`src/rtl/stb_pkg.sv`:
```
// rtl/stb_pkg.sv - shared types, defaults and saturation helper for stoch_to_bin
//
// Purpose : FSM state encoding, default parameter values and the count-to-output
//           saturation function used by the stochastic-to-binary decoder.
// Ports   : none (package)

package stb_pkg;

  typedef enum logic [1:0] {
    IDLE = 2'd0,
    ACC  = 2'd1,
    DONE = 2'd2
  } stb_state_e;

  localparam int STB_STREAM_LEN_DFLT = 16;
  localparam int STB_OUT_W_DFLT      = 4;

  // Clamp a raw count to the largest value representable in out_w bits.
  function automatic logic [31:0] sat_count(input logic [31:0] cnt, input int out_w);
    logic [31:0] max_v;
    max_v = (32'd1 << out_w) - 32'd1;
    return (cnt > max_v) ? max_v : cnt;
  endfunction

endpackage

```
`src/rtl/sn_window_ctr.sv`:
```
// rtl/sn_window_ctr.sv - bit index counter for one stochastic window
//
// Purpose : counts sampled bits inside a window and flags the last bit position.
// Ports   : i_clk_stb   in  clock, rising edge
//           i_rst_n_stb in  asynchronous active-low reset
//           i_clr       in  clear index to 0 (priority over i_en)
//           i_en        in  advance index by one
//           o_term      out index == STREAM_LEN-1 (current bit is the last one)

module sn_window_ctr #(
  parameter int STREAM_LEN = 16,
  localparam int IDX_W = $clog2(STREAM_LEN)
) (
  input  logic i_clk_stb,
  input  logic i_rst_n_stb,
  input  logic i_clr,
  input  logic i_en,
  output logic o_term
);

  logic [IDX_W-1:0] idx_q;

  always_ff @(posedge i_clk_stb or negedge i_rst_n_stb) begin
    if (!i_rst_n_stb) begin
      idx_q <= '0;
    end else if (i_clr) begin
      idx_q <= '0;
    end else if (i_en) begin
      // STREAM_LEN is a power of two, so wrap after the last bit is natural.
      idx_q <= idx_q + IDX_W'(1);
    end
  end

  assign o_term = (idx_q == IDX_W'(STREAM_LEN - 1));

endmodule

```
`src/rtl/stoch_to_bin.sv`:
```
// rtl/stoch_to_bin.sv - stochastic-to-binary decoder (popcount over a window)
//
// Purpose : counts 1s in a fixed-length stochastic bit stream, one bit per clock,
//           and presents the raw and saturated binary magnitude.
// Ports   : i_clk_stb   in  clock, rising edge
//           i_rst_n_stb in  asynchronous active-low reset
//           i_start_stb in  pulse: open a new window (restarts an open one)
//           i_stop_stb  in  pulse: close the current window early
//           i_sn_bit    in  stochastic stream bit, sampled only while busy
//           o_busy      out window open
//           o_valid     out one-cycle pulse, result registers just updated
//           o_count     out number of 1s in the last window
//           o_x_bn      out o_count saturated to OUT_W bits
//           o_partial   out last window was closed early by i_stop_stb

module stoch_to_bin
  import stb_pkg::*;
#(
  parameter int STREAM_LEN = STB_STREAM_LEN_DFLT,
  parameter int OUT_W      = STB_OUT_W_DFLT,
  localparam int CNT_W     = $clog2(STREAM_LEN + 1)
) (
  input  logic             i_clk_stb,
  input  logic             i_rst_n_stb,
  input  logic             i_start_stb,
  input  logic             i_stop_stb,
  input  logic             i_sn_bit,
  output logic             o_busy,
  output logic             o_valid,
  output logic [CNT_W-1:0] o_count,
  output logic [OUT_W-1:0] o_x_bn,
  output logic             o_partial
);

  stb_state_e       state_q, state_d;
  logic [CNT_W-1:0] acc_q, acc_d, acc_sum;
  logic [CNT_W-1:0] count_q;
  logic [OUT_W-1:0] x_bn_q;
  logic             partial_q, partial_d;
  logic             load_res;
  logic             win_clr, win_en, idx_term;

  sn_window_ctr #(
    .STREAM_LEN (STREAM_LEN)
  ) u_win_ctr (
    .i_clk_stb   (i_clk_stb),
    .i_rst_n_stb (i_rst_n_stb),
    .i_clr       (win_clr),
    .i_en        (win_en),
    .o_term      (idx_term)
  );

  // Accumulator including the bit on the wire this cycle; the result registers
  // load from this so the closing bit is always counted.
  assign acc_sum = acc_q + CNT_W'(i_sn_bit);

  always_ff @(posedge i_clk_stb or negedge i_rst_n_stb) begin
    if (!i_rst_n_stb) begin
      state_q <= IDLE;
      acc_q   <= '0;
    end else begin
      state_q <= state_d;
      acc_q   <= acc_d;
    end
  end

  always_comb begin
    state_d   = state_q;
    acc_d     = acc_q;
    win_clr   = 1'b0;
    win_en    = 1'b0;
    load_res  = 1'b0;
    partial_d = 1'b0;
    case (state_q)
      IDLE: begin
        if (i_start_stb) begin
          state_d = ACC;
          acc_d   = '0;
          win_clr = 1'b1;
        end
      end
      ACC: begin
        if (i_start_stb) begin
          // Restart wins over stop; the bit on the wire is discarded.
          acc_d   = '0;
          win_clr = 1'b1;
        end else begin
          acc_d  = acc_sum;
          win_en = 1'b1;
          if (idx_term) begin
            state_d  = DONE;
            load_res = 1'b1;
          end else if (i_stop_stb) begin
            state_d   = DONE;
            load_res  = 1'b1;
            partial_d = 1'b1;
          end
        end
      end
      DONE: begin
        if (i_start_stb) begin
          state_d = ACC;
          acc_d   = '0;
          win_clr = 1'b1;
        end else begin
          state_d = IDLE;
        end
      end
      default: begin
        state_d = IDLE;
      end
    endcase
  end

  always_ff @(posedge i_clk_stb or negedge i_rst_n_stb) begin
    if (!i_rst_n_stb) begin
      count_q   <= '0;
      x_bn_q    <= '0;
      partial_q <= 1'b0;
    end else if (load_res) begin
      count_q   <= acc_sum;
      x_bn_q    <= OUT_W'(sat_count(32'(acc_sum), OUT_W));
      partial_q <= partial_d;
    end
  end

  assign o_busy    = (state_q == ACC);
  assign o_valid   = (state_q == DONE);
  assign o_count   = count_q;
  assign o_x_bn    = x_bn_q;
  assign o_partial = partial_q;

endmodule
```
`config.mk`:
```
export PLATFORM = sky130hd
export DESIGN_NAME = stoch_to_bin
export DESIGN_NICKNAME = d
export VERILOG_FILES = /design/src/rtl/stb_pkg.sv /design/src/rtl/sn_window_ctr.sv /design/src/rtl/stoch_to_bin.sv
export SDC_FILE = /design/constraint.sdc
export NUM_CORES = 1
export LEC_CHECK = 0
export CORE_MARGIN = 2
export CORE_UTILIZATION = 40
export DETAILED_ROUTE_END_ITERATION = 10
export MAX_ROUTING_LAYER = met4
export PLACE_DENSITY = 0.66
export SYNTH_ARGS = -nofsm -noshare
export SYNTH_HDL_FRONTEND = slang
export SYNTH_SLANG_ARGS = --single-unit
```
`constraint.sdc`:
```
create_clock -name i_clk_stb -period 1.6 [get_ports i_clk_stb]
set_input_delay 0.32 -clock i_clk_stb [delete_from_list [all_inputs] [get_ports i_clk_stb]]
set_output_delay 0.32 -clock i_clk_stb [all_outputs]
set_load 0.05 [all_outputs]
```
==> flow_summary.ini, run 1 <==
[status]
status = completed

[clock_network]
clk_pin_slew_worst_paths_ns = 0.12
cts.sinks = 21
clk_latency_ns = 0.31
cts-root-buf = clkbuf_4
cts_made_buffers = 3
clockBufferDepth = 2
tritoncts = done
cts_hold_buf = 0
htreeDepth = 1

[placement]
io_buffer_count = 16
dp_cells = 136
gp_congestion = 0.798
dpl-instance-area_sq_um = 1240
dp_hpwl_um = 1520

[critical_path]
critPathMaxFanout = 3
cp-start-kind = flip-flop
path_class = reg2out
endpoint_kind = output pin
crit_required_ns = 1.28
r2r-start = state_q[0]$_DFFE_PN0P_
crit_start = state_q[1]$_DFFE_PN0P_
crit_arrival_ns = 1.20

[floorplanning]
die-area_sq_um = 2780
io_pins = 17
die_h_um = 52.8
die_w_um = 52.8
initial_core_util_pct = 42.6
rows = 17
core_sq_um = 2230

[synth]
ys_warn_count = 0
synth_fp_nets = 87
synthCells = 79
synthTopCellsByArea = dfrtp_1 55%, a21oi_1 5.8%, ha_1 3.9%
netlist_area_sq_um = 951
synth_top_area_cell = dfrtp_1
syn_avg_cell_area_sq_um = 12.0
yosysTopAreaCellShare_pct = 55.3
synth_seq_cells = 21
ys_seq_area_share_pct = 55.3
yosysUniqueCellTypes = 29

[detailed_routing]
drcViolationCount = 0
ant_nets = 0
routedWlPerCell_um = 14.3
met1_length_um = 945
via_count = 737
routed_wl_um = 2010
wl_met2_um = 961
drtIter0Drc = 6
viasPerCell = 5.23
dr.pass1.iters = 4
highest_layer = met3
dr_wl_met3_um = 105

[final_layout]
antennaDiodeCount = 0
final_core_utilization_pct = 57.5
num-nets-final = 122
area_delta_synth_final_pct = 35.0
layout_common_cells = 25 x buf_4, 21 x dfrtp_1, 11 x a21oi_1
final_common_cell = buf_4
instances_no_fill = 141
drive_gt1_share_pct = 33.6
design_area_sq_um = 1280
fillers = 196

[global_route]
antenna_found_initial = 0
grtUsageTotal_pct = 18.9
grt_pass1_vias = 742
grt-ovfl-total = 0
grt_pass1_wl_um = 3620
grt_max_degree = 22

[sta]
period_needed_ns = 1.52
period_share_pct = 94.8
finalSetupViolations = 0
finalMaxSlewViolations = 0
tightest_slew_ns = 0.277
hold_viol = 0
skew_ns = 0.0122
relSlewSlack_pct = 81.6
fmax_mhz = 659

[power_and_ir_drop]
powerDensity_nw_per_um2 = 1460
p_leak_nw = 0.619
finalPower_mw = 1.88
vdd_ir_drop_max_mv = 1.01

[flow_run]
cap_violations = 0

[min_path]
hold_path.class = in2async
==> per-stage QoR <==
stage | TNS (ns) | setup WS, ns | hold slack [ns]
after floorplan | 0 | 0.0248 | 0.0244
after global placement | -2.17 | -0.205 | 0.490
after detailed placement | -2.58 | -0.233 | 0.482
after CTS | 0 | 0.0170 | 0.338
after global routing | -0.000819 | -0.000819 | 0.346
final | 0 | 0.0824 | 0.333
==> final timing paths <==
check / to / slack (ns) / cells after the start
setup / recovery: o_busy / 0.08 / 4
setup reg to reg: o_count[1]$_DFFE_PN0P_ / 0.11 / 3
min in group i_clk_stb: o_count[1]$_DFFE_PN0P_ / 0.51 / 1
hold / removal: u_win_ctr.idx_q[3]$_DFFE_PN0P_ / 0.33 / 2
hold reg to reg: o_count[1]$_DFFE_PN0P_ / 0.51 / 1
max in group asynchronous: acc_q[4]$_DFFE_PN0P_ / 1.04 / 2
==> cells in the mapped netlist <==
master     number
inv_1           3
and2b_2         1
o2bb2ai_1       2
a2bb2oi_1       1
o21ai_1         1
a31o_2          1
nor2_1          3
nor2b_1         2
nor3b_1         1
buf_6           1
a41oi_1         1
a22o_1          4
o22ai_1         2
nor3b_2         1
xnor2_1         1
xor2_1          2
mux2_2          1
or3b_1          1
and2b_1         1
dfrtp_1        21
mux2_1          2
or3_1           1
buf_2           1
a21o_1          1
a21oi_1        11
a31oi_1         5
ha_1            3
nand3_1         3
nor2_8          1
==> area by class of cell <==
cell class              instances  area, sq um  area share [%]
clock buffers                   3         22.5            1.75
multi-input cells              53          405            31.6
repair buffers                 32          279            21.7
clock inverters                 1         5.00           0.390
inverters                       3         11.3           0.877
flip-flops and latches         21          526            40.9
well taps                      28         35.0            2.73
==> state kept, by name (all words and copies together), names as in the netlist <==
register / count
acc_q: 5
o_count: 5
o_partial: 1
o_x_bn: 4
state_q: 2
u_win_ctr.idx_q: 4
==> critical path: stages (launching register included) <==
cell and delay [ns]:
dfrtp_1 0.39, buf_4 0.15, nor2b_4 0.11, buf_6 0.11
buf_12 0.12
==> power by group <==
| group | switching (mW) | internal (mW) |
|---|---|---|
| sequential | 0.0776 | 0.652 |
| combinational | 0.566 | 0.326 |
| clock | 0.163 | 0.0934 |
==> per-layer routing <==
metal	up-vias	global-route usage, %
met5	-	-
met4	0	3.42
met3	0	6.29
met2	20	28.5
met1	353	25.0
li1	364	-
==> logic make-up after synthesis <==
logic type,share of synthesized area [%]
XOR/XNOR,2.76
AND/OR/NAND/NOR,11.6
adder cells (fa/ha/maj),3.95
buffers and inverters,2.89
flip-flops,55.3
multiplexers,3.55
AO/OA/AOI/OAI,20.0
==> repair_timing <==
action / in CTS / in global routing
setup buffers: 0 / 1
gates resized for setup: 0 / 2
endpoints found under the setup margin: 0 / 1
Note: power is estimated with default switching activity, not from simulation.
==> run 2: changes to the inputs <==
--- a/config.mk
+++ b/config.mk
@@ -8,8 +8,10 @@
 export CORE_MARGIN = 2
 export CORE_UTILIZATION = 40
 export DETAILED_ROUTE_END_ITERATION = 10
+export GPL_ROUTABILITY_DRIVEN = 0
 export MAX_ROUTING_LAYER = met4
 export PLACE_DENSITY = 0.66
 export SYNTH_ARGS = -nofsm -noshare
 export SYNTH_HDL_FRONTEND = slang
 export SYNTH_SLANG_ARGS = --single-unit
+export TNS_END_PERCENT = 10
==> results of run 2 <==
Same layout as run 1: the final DEF is identical, and so are final timing and power.
==> run 3: changes to the inputs <==
--- a/config.mk
+++ b/config.mk
@@ -5,6 +5,7 @@
 export SDC_FILE = /design/constraint.sdc
 export NUM_CORES = 1
 export LEC_CHECK = 0
+export CORE_ASPECT_RATIO = 1.25
 export CORE_MARGIN = 2
 export CORE_UTILIZATION = 40
 export DETAILED_ROUTE_END_ITERATION = 10
==> run 3 against run 2 <==
  * Count of clock-buffer cells in the layout increased by 1
  * Register-to-register slack barely moved
  * Non-clock buffer count is 2 lower
  * Die area barely moved
  * Worst setup slack worse by 0.017 ns
  * Utilization shrank 0.31 points
  * Largest cell class unchanged
==> flow_summary.ini, run 3 (synthesis gave the netlist of run 1 again) <==
[detailed_routing]
drcViolationCount = 0
via_count = 735
drtIter0Drc = 6
ant_nets = 0
routedWlPerCell_um = 14.0
routed_wl_um = 1990
dr.pass1.iters = 4
viasPerCell = 5.18

[sta]
tightest_slew_ns = 0.380
relSlewSlack_pct = 74.6
period_share_pct = 95.9
tns_ns = 0
period_needed_ns = 1.53
hold_viol = 0
fmax_mhz = 652
finalMaxSlewViolations = 0
final.setup.worst_slack_ns = 0.0658
rsz0062_at_grt = no
finalSetupViolations = 0
skew_ns = 0.00164
hold-worst-slack_ns = 0.344

[min_path]
hold_path.class = in2async

[clock_network]
clk_latency_ns = 0.30
clk_pin_slew_worst_paths_ns = 0.11
cts.sinks = 21
clockBufferDepth = 2
tritoncts = done
cts-root-buf = clkbuf_4
cts_made_buffers = 3
cts_hold_buf = 0
htreeDepth = 1

[floorplanning]
initial_core_util_pct = 42.6
die-area_sq_um = 2790
die_h_um = 58.5
core_sq_um = 2230
io_pins = 17
die_w_um = 47.6
rows = 19

[power_and_ir_drop]
finalPower_mw = 1.87
powerDensity_nw_per_um2 = 1470
vdd_ir_drop_max_mv = 1.36
p_leak_nw = 0.608

[global_route]
grtUsageTotal_pct = 17.4
antenna_found_initial = 0
grt_pass1_wl_um = 3420
grt_pass1_vias = 744
grt_max_degree = 22
grt-ovfl-total = 0

[status]
status = completed

[placement]
dp_hpwl_um = 1470
dp_cells = 138
dpl-instance-area_sq_um = 1240
pre_cts_ws_ns = -0.255
io_buffer_count = 16

[final_layout]
instances_no_fill = 142
final_common_cell = buf_4
final_core_utilization_pct = 57.2
num-nets-final = 120
design_area_sq_um = 1280
drive_gt1_share_pct = 32.4
layout_common_cells = 23 x buf_4, 21 x dfrtp_1, 11 x a21oi_1
antennaDiodeCount = 0
area_delta_synth_final_pct = 34.3

[critical_path]
path_cells = buf_4, nor2b_4, buf_6, buf_12
cp-start-kind = flip-flop
crit_arrival_ns = 1.21
crit_required_ns = 1.28
path_class = reg2out
reg2reg_setup_slack_ns = 0.10
critPathMaxFanout = 4
endpoint_kind = output pin
cp_slowest_cell = dfrtp_1
cp_slowest_stage_delay_ns = 0.40

[flow_run]
cap_violations = 0
[run 3: changes by cell type in the layout (fill, tap and decap cells not counted), sizes merged]
| cell | previous run | this run |
|---|---|---|
| clkinv | 1 | 0 |
| buf | 28 | 26 |
| clkbuf | 3 | 4 |
[run 3: path summary, 6_finish.rpt]
kind                                                   to  cells past startpoint                      startpoint
max in group asynchronous            acc_q[0]$_DFFE_PN0P_                      2                     i_rst_n_stb
min in group i_clk_stb             o_count[1]$_DFFE_PN0P_                      1          o_count[1]$_DFFE_PN0P_
max reg2reg                         o_x_bn[3]$_DFFE_PN0P_                      5  u_win_ctr.idx_q[0]$_DFFE_PN0P_
min                        u_win_ctr.idx_q[3]$_DFFE_PN0P_                      2                     i_rst_n_stb
min reg2reg                        o_count[1]$_DFFE_PN0P_                      1          o_count[1]$_DFFE_PN0P_
max                                                o_busy                      4          state_q[1]$_DFFE_PN0P_
[run 3: final cells by class]
class	instances	area [sq um]
fillers	206	957
flip-flops and latches	21	526
multi-input cells	53	412
repair buffers	30	264
well taps	31	38.8
clock buffers	4	26.3
inverters	3	11.3
[run 3: per-layer routing]
metal	wire [um]	up-vias	share of wire (%)	global-route usage (%)
met5	0	-	0	-
met1	894	360	45	23.3
met4	29	0	1.5	4.63
met2	1010	9	51	27.8
li1	-	364	-	-
met3	55	2	2.8	1.84
[run 3: where the power goes]
group,switching (mW),total [mW],internal (mW)
Combinational,0.564,0.885,0.322
Clock,0.161,0.258,0.0974
Sequential,0.0771,0.729,0.652
Total,0.801,1.87,1.07
[run 3: repair_timing]
action | in CTS | in global routing
endpoints found under the hold margin | 0 | 0
setup buffers | 0 | 0
endpoints found under the setup margin | 3 | 1
pin swaps | 0 | 0
resized for setup | 1 | 2
[run 3: critical path: cells and delay by family (launching register included)]
| kind | cells | cell delay (ns) |
|---|---|---|
| buffers and inverters | 3 | 0.40 |
| flip-flops | 1 | 0.40 |
| AND/OR/NAND/NOR | 1 | 0.11 |
==> patch: new RTL, flow settings as in run 2 <==
Add an input register stage for `i_start_stb`, `i_stop_stb` and `i_sn_bit`, without a reset; this delays them by one clock.
--- a/src/rtl/stoch_to_bin.sv
+++ b/src/rtl/stoch_to_bin.sv
@@ -32,6 +32,16 @@
   output logic             o_partial
 );
 
+  logic i_start_stb_q;
+  logic i_stop_stb_q;
+  logic i_sn_bit_q;
+
+  always_ff @(posedge i_clk_stb) begin
+    i_start_stb_q <= i_start_stb;
+    i_stop_stb_q  <= i_stop_stb;
+    i_sn_bit_q    <= i_sn_bit;
+  end
+
   stb_state_e       state_q, state_d;
   logic [CNT_W-1:0] acc_q, acc_d, acc_sum;
   logic [CNT_W-1:0] count_q;
@@ -52,7 +62,7 @@
 
   // Accumulator including the bit on the wire this cycle; the result registers
   // load from this so the closing bit is always counted.
-  assign acc_sum = acc_q + CNT_W'(i_sn_bit);
+  assign acc_sum = acc_q + CNT_W'(i_sn_bit_q);
 
   always_ff @(posedge i_clk_stb or negedge i_rst_n_stb) begin
     if (!i_rst_n_stb) begin
@@ -73,14 +83,14 @@
     partial_d = 1'b0;
     case (state_q)
       IDLE: begin
-        if (i_start_stb) begin
+        if (i_start_stb_q) begin
           state_d = ACC;
           acc_d   = '0;
           win_clr = 1'b1;
         end
       end
       ACC: begin
-        if (i_start_stb) begin
+        if (i_start_stb_q) begin
           // Restart wins over stop; the bit on the wire is discarded.
           acc_d   = '0;
           win_clr = 1'b1;
@@ -90,7 +100,7 @@
           if (idx_term) begin
             state_d  = DONE;
             load_res = 1'b1;
-          end else if (i_stop_stb) begin
+          end else if (i_stop_stb_q) begin
             state_d   = DONE;
             load_res  = 1'b1;
             partial_d = 1'b1;
@@ -98,7 +108,7 @@
         end
       end
       DONE: begin
-        if (i_start_stb) begin
+        if (i_start_stb_q) begin
           state_d = ACC;
           acc_d   = '0;
           win_clr = 1'b1;
Formal check against the unedited RTL: not equivalent (Yosys sat finds a counterexample within 4 cycles, from zero or initial values and one cycle with i_rst_n_stb low).
==> patch against run 2 <==
Synthesized area is 13% higher; total power fell by 7.3%; design area is 9.5% higher; fmax increased by 0.38%; non-clock buffer count decreased by 3; sequential cell count is 3 higher; die area is 12% higher; clock skew shrank 0.0014 ns; sequential share of layout area rose by 0.83 points; sequential power is 2% higher; clock power rose by 69%; routed wire length increased by 9.1%; worst setup slack improved by 0.0057 ns; critical path type unchanged; highest routed layer is now met4.
==> patch: results (changes against run 2) <==
1st-iter DRT viols 21 (+15); sw frac 0.344 (-0.0857); mux share of post-synthesis cell area 0.0280 (-0.00749); Worst Reg-to-Reg Cells 6 (+3); Seq cells 24 (+14%); Async SR Flop Fraction 0.875 (-0.125); crit path max fanout 7 (+4); register area share after synthesis 0.547 (-0.00590); critical path endpoint o_valid; first-pass GRT wire length 3820 um (+5.3%); Leak 0.628 nW (+1.4%); headroom to the max-slew limit 0.794 (-0.0217); multi-input gate count 65 (+23%); top cells by area, synth dfrtp_1 49%, a21oi_1 6.1%, dfxtp_1 5.6%; buffering overhead 0.185 (-0.0321); post-synthesis compound-gate area fraction 0.220 (+0.0196); NumNets Final 135 (+11%); WHS 0.321 ns (-0.0117 ns); total track usage 0.157 (-0.0314); WL met2 1020 um (+6.1%); Tmin final 1.51 ns (-0.00571 ns); Top Layer Used met4; Post-DP HPWL 1580 um (+4.0%); invs w/o clock 4 (+1); DP Cell Count 152 (+12%); clock-cell share of area 0.0374 (+0.0160); R2R Setup Slk 0.15 ns (+0.04 ns); Filler Cell Count 211 (+7.7%); footprint of the multi-input gates 453 um2 (+12%); status complete, no violations
==> patch: stage by stage <==
stage                     worst slack [ns]  area [um2]
after floorplan                    -0.0517        1070
after global placement               0.153        1340
after detailed placement             0.158        1340
after CTS                          0.00736        1390
after global routing                0.0229        1410
final                               0.0881        1410
==> patch: power groups by stage <==
| stage | combinational [W] | clock (W) | sequential, W |
|---|---|---|---|
| finish | 0.000567 | 0.000433 | 0.000740 |
| global route | 0.000602 | 0.000476 | 0.000751 |
| CTS | 0.000565 | 0.000446 | 0.000738 |
| detailed placement | 0.000565 | 0 | 0.000748 |
| global placement | 0.000560 | 0 | 0.000747 |
| floorplan | 0.000163 | 0 | 0.000952 |
==> patch: what timing repair did <==
| item | 4_1_cts | 5_1_grt |
|---|---|---|
| buffers inserted | 0 | 0 |
| setup endpoints to repair | 0 | 2 |
| resized for setup | 0 | 5 |
==> patch: layer usage <==
layer	up-vias	GRT usage
li1	416	-
met1	405	0.218
met2	24	0.235
met3	2	0.0488
met4	0	0.0209
met5	-	-
